File: config.mk
export PLATFORM = sky130hd
export DESIGN_NAME = wb_counter_bank
export DESIGN_NICKNAME = d
export VERILOG_FILES = /design/src/rtl/wb_counter_bank.sv
export SDC_FILE = /design/constraint.sdc
export NUM_CORES = 1
export LEC_CHECK = 0
export ABC_AREA = 0
export CELL_PAD_IN_SITES_DETAIL_PLACEMENT = 1
export CELL_PAD_IN_SITES_GLOBAL_PLACEMENT = 1
export CORE_MARGIN = 3
export CORE_UTILIZATION = 40
export CTS_CLUSTER_SIZE = 24
export DETAILED_ROUTE_END_ITERATION = 10
export PLACE_DENSITY = 0.82
export SLEW_MARGIN = 20
export SYNTH_ARGS = -nofsm -noshare
export SYNTH_HDL_FRONTEND = slang
export SYNTH_SLANG_ARGS = --single-unit
File: constraint.sdc
create_clock -name clk -period 4.15 [get_ports clk]
set_input_delay 1.0375 -clock clk [delete_from_list [all_inputs] [get_ports clk]]
set_output_delay 1.0375 -clock clk [all_outputs]
set_load 0.02 [all_outputs]
File: src/rtl/wb_counter_bank.sv
// Wishbone-programmable bank of NCH up/down, periodic/one-shot counters with sticky flags and interrupt.
// Optional shared 8-bit prescaler at word 4*NCH+1 when PRESCALER_EN is defined.
module wb_counter_bank #(
   parameter int NCH  = 4,
   parameter int BITS = 16
) (
   input  logic                clk,
   input  logic                reset,
   input  logic                wbs_cyc_i,
   input  logic                wbs_stb_i,
   input  logic                wbs_we_i,
   input  logic [3:0]          wbs_sel_i,
   input  logic [31:0]         wbs_adr_i,
   input  logic [31:0]         wbs_dat_i,
   output logic                wbs_ack_o,
   output logic [31:0]         wbs_dat_o,
   output logic [NCH*BITS-1:0] count_o,
   output logic [NCH-1:0]      tc_o,
   output logic                irq_o
);

   typedef enum logic [1:0] {REG_CTRL, REG_COUNT, REG_RELOAD, REG_RSVD} reg_e;

   localparam int CTRL_EN      = 0;
   localparam int CTRL_DIR     = 1;
   localparam int CTRL_ONESHOT = 2;
   localparam int CTRL_IE      = 3;
   localparam logic [5:0] STATUS_WORD = 6'(4 * NCH);

   logic [3:0]      ctrl       [NCH];
   logic [BITS-1:0] count      [NCH];
   logic [BITS-1:0] reload     [NCH];
   logic [BITS-1:0] count_next [NCH];
   logic [NCH-1:0]  status;
   logic [NCH-1:0]  event_hit;
   logic [NCH-1:0]  ie_vec;
   logic [NCH-1:0]  w1c;
   logic [5:0]      word;
   logic            req_new;
   logic            wr;
   logic            tick;
   logic [31:0]     rd_data;
   logic [31:0]     mask;
   logic [31:0]     wr_val;
   logic            unused_ok;

   assign word    = wbs_adr_i[7:2];
   // A new access is accepted only when no ack is outstanding, giving the 2-cycle minimum.
   assign req_new = wbs_cyc_i & wbs_stb_i & ~wbs_ack_o;
   assign wr      = req_new & wbs_we_i;
   assign mask    = {{8{wbs_sel_i[3]}}, {8{wbs_sel_i[2]}}, {8{wbs_sel_i[1]}}, {8{wbs_sel_i[0]}}};
   assign wr_val  = (rd_data & ~mask) | (wbs_dat_i & mask);
   assign w1c     = (wr && word == STATUS_WORD) ? (wbs_dat_i[NCH-1:0] & mask[NCH-1:0]) : '0;
   assign unused_ok = &{1'b0, wbs_adr_i[31:8], wbs_adr_i[1:0], wr_val};

`ifdef PRESCALER_EN
   localparam logic [5:0] PRESCALE_WORD = 6'(4 * NCH + 1);
   logic [7:0] prescale;
   logic [7:0] pre_cnt;

   assign tick = (pre_cnt == prescale);

   always_ff @(posedge clk) begin
      if (reset) begin
         prescale <= '0;
         pre_cnt  <= '0;
      end else if (wr && word == PRESCALE_WORD) begin
         prescale <= wr_val[7:0];
         pre_cnt  <= '0;
      end else begin
         pre_cnt <= tick ? 8'd0 : pre_cnt + 8'd1;
      end
   end
`else
   assign tick = 1'b1;
`endif

   // Current value of the addressed word; also the base for byte-lane merging on writes.
   always_comb begin
      // NOTE: every always_comb output gets a default first so no path can infer a latch.
      rd_data = '0;
      for (int c = 0; c < NCH; c++) begin
         if (word[5:2] == 4'(c)) begin
            case (reg_e'(word[1:0]))
               REG_CTRL:   rd_data = 32'(ctrl[c]);
               REG_COUNT:  rd_data = 32'(count[c]);
               REG_RELOAD: rd_data = 32'(reload[c]);
               default:    rd_data = '0;
            endcase
         end
      end
      if (word == STATUS_WORD) rd_data = 32'(status);
`ifdef PRESCALER_EN
      if (word == PRESCALE_WORD) rd_data = 32'(prescale);
`endif
   end

   always_comb begin
      count_next = count;
      event_hit  = '0;
      for (int c = 0; c < NCH; c++) begin
         if (ctrl[c][CTRL_EN] && tick) begin
            if (!ctrl[c][CTRL_DIR]) begin
               if (count[c] == reload[c]) begin
                  count_next[c] = '0;
                  event_hit[c]  = 1'b1;
               end else begin
                  count_next[c] = count[c] + BITS'(1);
               end
            end else begin
               if (count[c] == '0) begin
                  count_next[c] = reload[c];
                  event_hit[c]  = 1'b1;
               end else begin
                  count_next[c] = count[c] - BITS'(1);
               end
            end
         end
      end
   end

   // NOTE: sequential state uses non-blocking assignments only, so every flop sees pre-edge values.
   always_ff @(posedge clk) begin
      if (reset) begin
         wbs_ack_o <= 1'b0;
         wbs_dat_o <= '0;
         tc_o      <= '0;
         status    <= '0;
         // NOTE: these arrays are plain flops, not RAM, so resetting them is intended and cheap.
         for (int c = 0; c < NCH; c++) begin
            ctrl[c]   <= '0;
            count[c]  <= '0;
            reload[c] <= '0;
         end
      end else begin
         wbs_ack_o <= req_new;
         wbs_dat_o <= req_new ? rd_data : '0;
         tc_o      <= event_hit;
         status    <= (status & ~w1c) | event_hit;
         for (int c = 0; c < NCH; c++) begin
            // Bus writes win over counting; the terminal event is still flagged above.
            if (wr && word == 6'(4 * c + 1)) count[c] <= wr_val[BITS-1:0];
            else                             count[c] <= count_next[c];

            if (wr && word == 6'(4 * c))                         ctrl[c] <= wr_val[3:0];
            else if (event_hit[c] && ctrl[c][CTRL_ONESHOT])      ctrl[c][CTRL_EN] <= 1'b0;

            if (wr && word == 6'(4 * c + 2)) reload[c] <= wr_val[BITS-1:0];
         end
      end
   end

   always_comb begin
      count_o = '0;
      ie_vec  = '0;
      for (int c = 0; c < NCH; c++) begin
         count_o[c*BITS +: BITS] = count[c];
         ie_vec[c]               = ctrl[c][CTRL_IE];
      end
   end

   assign irq_o = |(status & ie_vec);

endmodule
==> run_results.csv <==
group,metric,value,unit
drt,drc,0,
place,placed_cells,2011,
place,pre_cts_slack,0.1780,ns
cts,h-tree-depth,4,
sta,setup-violations-final,0,
pwr,power.internal,3.450,mW
pwr,swShare,38.22,%
sta,skew,0.01706,ns
place,hpwlAfterDp,40.40,mm
final_layout,drive_gt1_share,9.350,%
synth,avgSynthCellArea,8.078,um^2
final_layout,syn2layout_area_growth,17.04,%
place,gp_congestion,0.9834,
global_routing,grt_pass1_vias,13658,
final_layout,antenna_cells,0,
cts,root_buffer,"clkbuf_16",
sta,slew_viol_final,0,
sta,finalHoldViolCount,0,
final_layout,final_cells,2043,
setup_path,arrival,3.98,ns
die,rows,64,
pwr,p_switching,2.134,mW
pwr,leakagePower,5.149,nW
cts,clk_pin_slew,0.07,ns
synth,async_flop_share,0,%
die,ios,175,
worst_hold_path,worstHoldPathCells,2,
cts,cts.hold.buffers_added,0,
sta,fin_crit_sh,87.80,%
worst_hold_path,hold_class,"flip-flop to flip-flop",
setup_path,critPathLaunch,"wbs_adr_i[4]",
synth,syn_inst,1578,
pwr,p_seq_share,37.2,%
cts,clock_sinks,169,
setup_path,timing_worst_setup_path_type,"input port to flip-flop",
drt,wire_per_inst,27.63,um
pwr,power_frac_clock,29.8,%
final_layout,mostFrequentLayoutCells,"nor2_1, nand2_1, clkdlybuf4s50_1",
synth,synth_area_leaders,"edfxtp_1, dfxtp_1, xnor2_1, nor2_1, clkbuf_1",
sta,rsz0062_at_grt,"false",
global_routing,grt_overflow_total,0,
synth,synthDistinctLibCells,90,
status,outcome,"finished clean",
setup_path,required,4.49,ns
setup_path,worstPathMaxFanout,9,
setup_path,worstSetupEndpointType,"flip-flop",
die,die_h,184.5,um
setup_path,reg2reg_depth,8,
global_routing,grt_max_degree,31,
cts,cts_tree,"built",
pwr,power-per-cell-area,374.3,nW/um^2
drt,vias_per_cell,6.809,
final_layout,final_common_cell,"nor2_1",
final_layout,fill_cells,3718,
pwr,comb_power_share,33.0,%
cts,post_cts_buffers,0,
drt,wl,56.46,mm
sta,tns,0,ns
cts,insertion_delay,0.47,ns
sta,worst_pin_slew,1.022,ns
synth,synthFlopType,"dfxtp_1",
place,numPortBuffers,114,
synth,ys_seq_elements,169,
setup_path,cp-endpoint,"count_o[15]",
flow_run,drv_cap,0,
final_layout,fin_nets,1719,
sta,fmax,274.5,MHz
synth,yosysWarnings,0,
synth,synth_edf_count,80,
drt,drtAntennaViolNets,0,
synth,mappedNetlistArea,12750,um^2
die,die_area,34050,um^2
cts,cts.path.max_buffers,2,
pwr,vdd_drop_max,0.3309,mV
global_routing,grt_pass1_wl,84.73,mm
drt,drt-initial-drc-count,1651,
cts,cts_resized,0,
sta,slew_headroom,31.21,%
die,start_util,41.13,%
drt,firstDrtPassIters,6,
sta,period_needed,3.644,ns
die,design.core.area,30990,um^2
setup_path,worstSetupStartpointType,"input port",
drt,dr_total_vias,13910,
setup_path,r2r-end,"count_o[55]",
global_routing,antenna_found_initial,0,
die,die_w,184.5,um
global_routing,track_usage,32.40,%
setup_path,r2r_slack,1.11,ns
sta,finalWorstSetupSlack,0.5064,ns
synth,netlist.area_leader.share,18.85,%
cts,numCtsBuffers,17,
synth,ys_seq_area_share,32.82,%
synth,synth_top_cell_by_area,"edfxtp_1",
setup_path,r2r_start,"count_o[48]",
[per-stage QoR]
stage,hold slack (ns),total power [mW],cell area (um^2),util (%)
5_1_grt,0.5255,5.795,14920,48.14
6_report,0.4908,5.584,14920,48.14
2_1_floorplan,0.4494,3.299,12800,-
3_5_place_dp,0.4791,3.892,14340,46.27
3_3_place_gp,0.4734,3.846,14340,46.27
4_1_cts,0.4881,5.540,14920,48.14
[registers in the layout, summed over array words and instances (netlist names)]
signal / flops
reload: 64
status: 4
wbs_ack_o: 1
tc_o: 4
ctrl: 16
count_o: 64
wbs_dat_o: 16
[synth_stat cells, types with 8 or more instances]
master and instances:
buf_4 17, and2_1 10, a2111oi_0 9, xor2_1 9
o21ai_0 65, dfxtp_1 89, and4_1 8, o221ai_1 8
o22ai_1 20, a221o_1 11, nand2_1 114, o41ai_1 8
nor4b_1 8, and3_1 21, o31ai_1 12, or4_1 20
edfxtp_1 80, mux2i_1 32, a31oi_1 22, buf_1 13
inv_1 36, nor3_1 49, o211ai_1 15, or3_1 16
nor4_1 34, a22oi_1 14, nand3_1 51, nor2_1 196
a221oi_1 38, xnor2_1 97, nand4_1 38, ha_1 12
a21oi_1 67, clkbuf_1 119, a211oi_1 42, nand2b_1 12
buf_2 17, a21o_1 9, o21bai_1 8
[logic make-up after synthesis]
family | after synthesis | synth area share, %
xor gates and xnor gates | 106 | 7.283
DFF | 169 | 32.82
other | 1 | 0.02942
AOI/OAI and AO/OA | 420 | 23.61
and+or+nand+nor | 622 | 24.88
muxes | 36 | 2.866
buffers and inverters | 212 | 7.332
adders and majority gates | 12 | 1.178
[power by group through the flow]
stage | Combinational [mW] | Sequential [mW] | Clock [mW]
2_1_floorplan | 1.30 | 2.00 | 0
3_3_place_gp | 1.75 | 2.10 | 0
3_5_place_dp | 1.79 | 2.10 | 0
4_1_cts | 1.81 | 2.06 | 1.67
5_1_grt | 1.98 | 2.09 | 1.73
6_report | 1.84 | 2.08 | 1.67
[worst min-delay path by stage]
| stage | from | to |
|---|---|---|
| after floorplan | status[0] | status[0] |
| final | status[0] | status[0] |
| after CTS | status[0] | status[0] |
| after global routing | status[0] | status[0] |
| after detailed placement | status[0] | status[0] |
| after global placement | status[0] | status[0] |
[metal layers]
layer / share of wire (%) / vias up / routed length, um / track usage (%)
met5: 0 / - / 0 / 0
met4: 4.9 / 0 / 2757 / 15.45
met3: 10 / 200 / 5787 / 7.381
met2: 44 / 858 / 24960 / 50.35
met1: 41 / 6845 / 22950 / 42.68
li1: - / 6007 / - / -
[final cells by class]
cell class | count | area, um^2 | area share [%]
Clock buffer | 22 | 475.5 | 3.187
Clock inverter | 10 | 105.1 | 0.7045
Inverter | 38 | 142.6 | 0.9561
Multi-Input combinational cell | 1212 | 7740 | 51.88
Sequential cell | 169 | 4184 | 28.04
Tap cell | 396 | 495.5 | 3.321
Timing Repair Buffer | 196 | 1777 | 11.91
[critical path, stage by stage]
cell,delay [ns]
clkdlybuf4s50_1,0.55
or4b_1,0.72
a221oi_1,0.47
a311oi_1,0.20
o31ai_2,0.35
nor2_1,0.13
or4_1,0.52
Note: power is estimated with default switching activity, not from simulation.
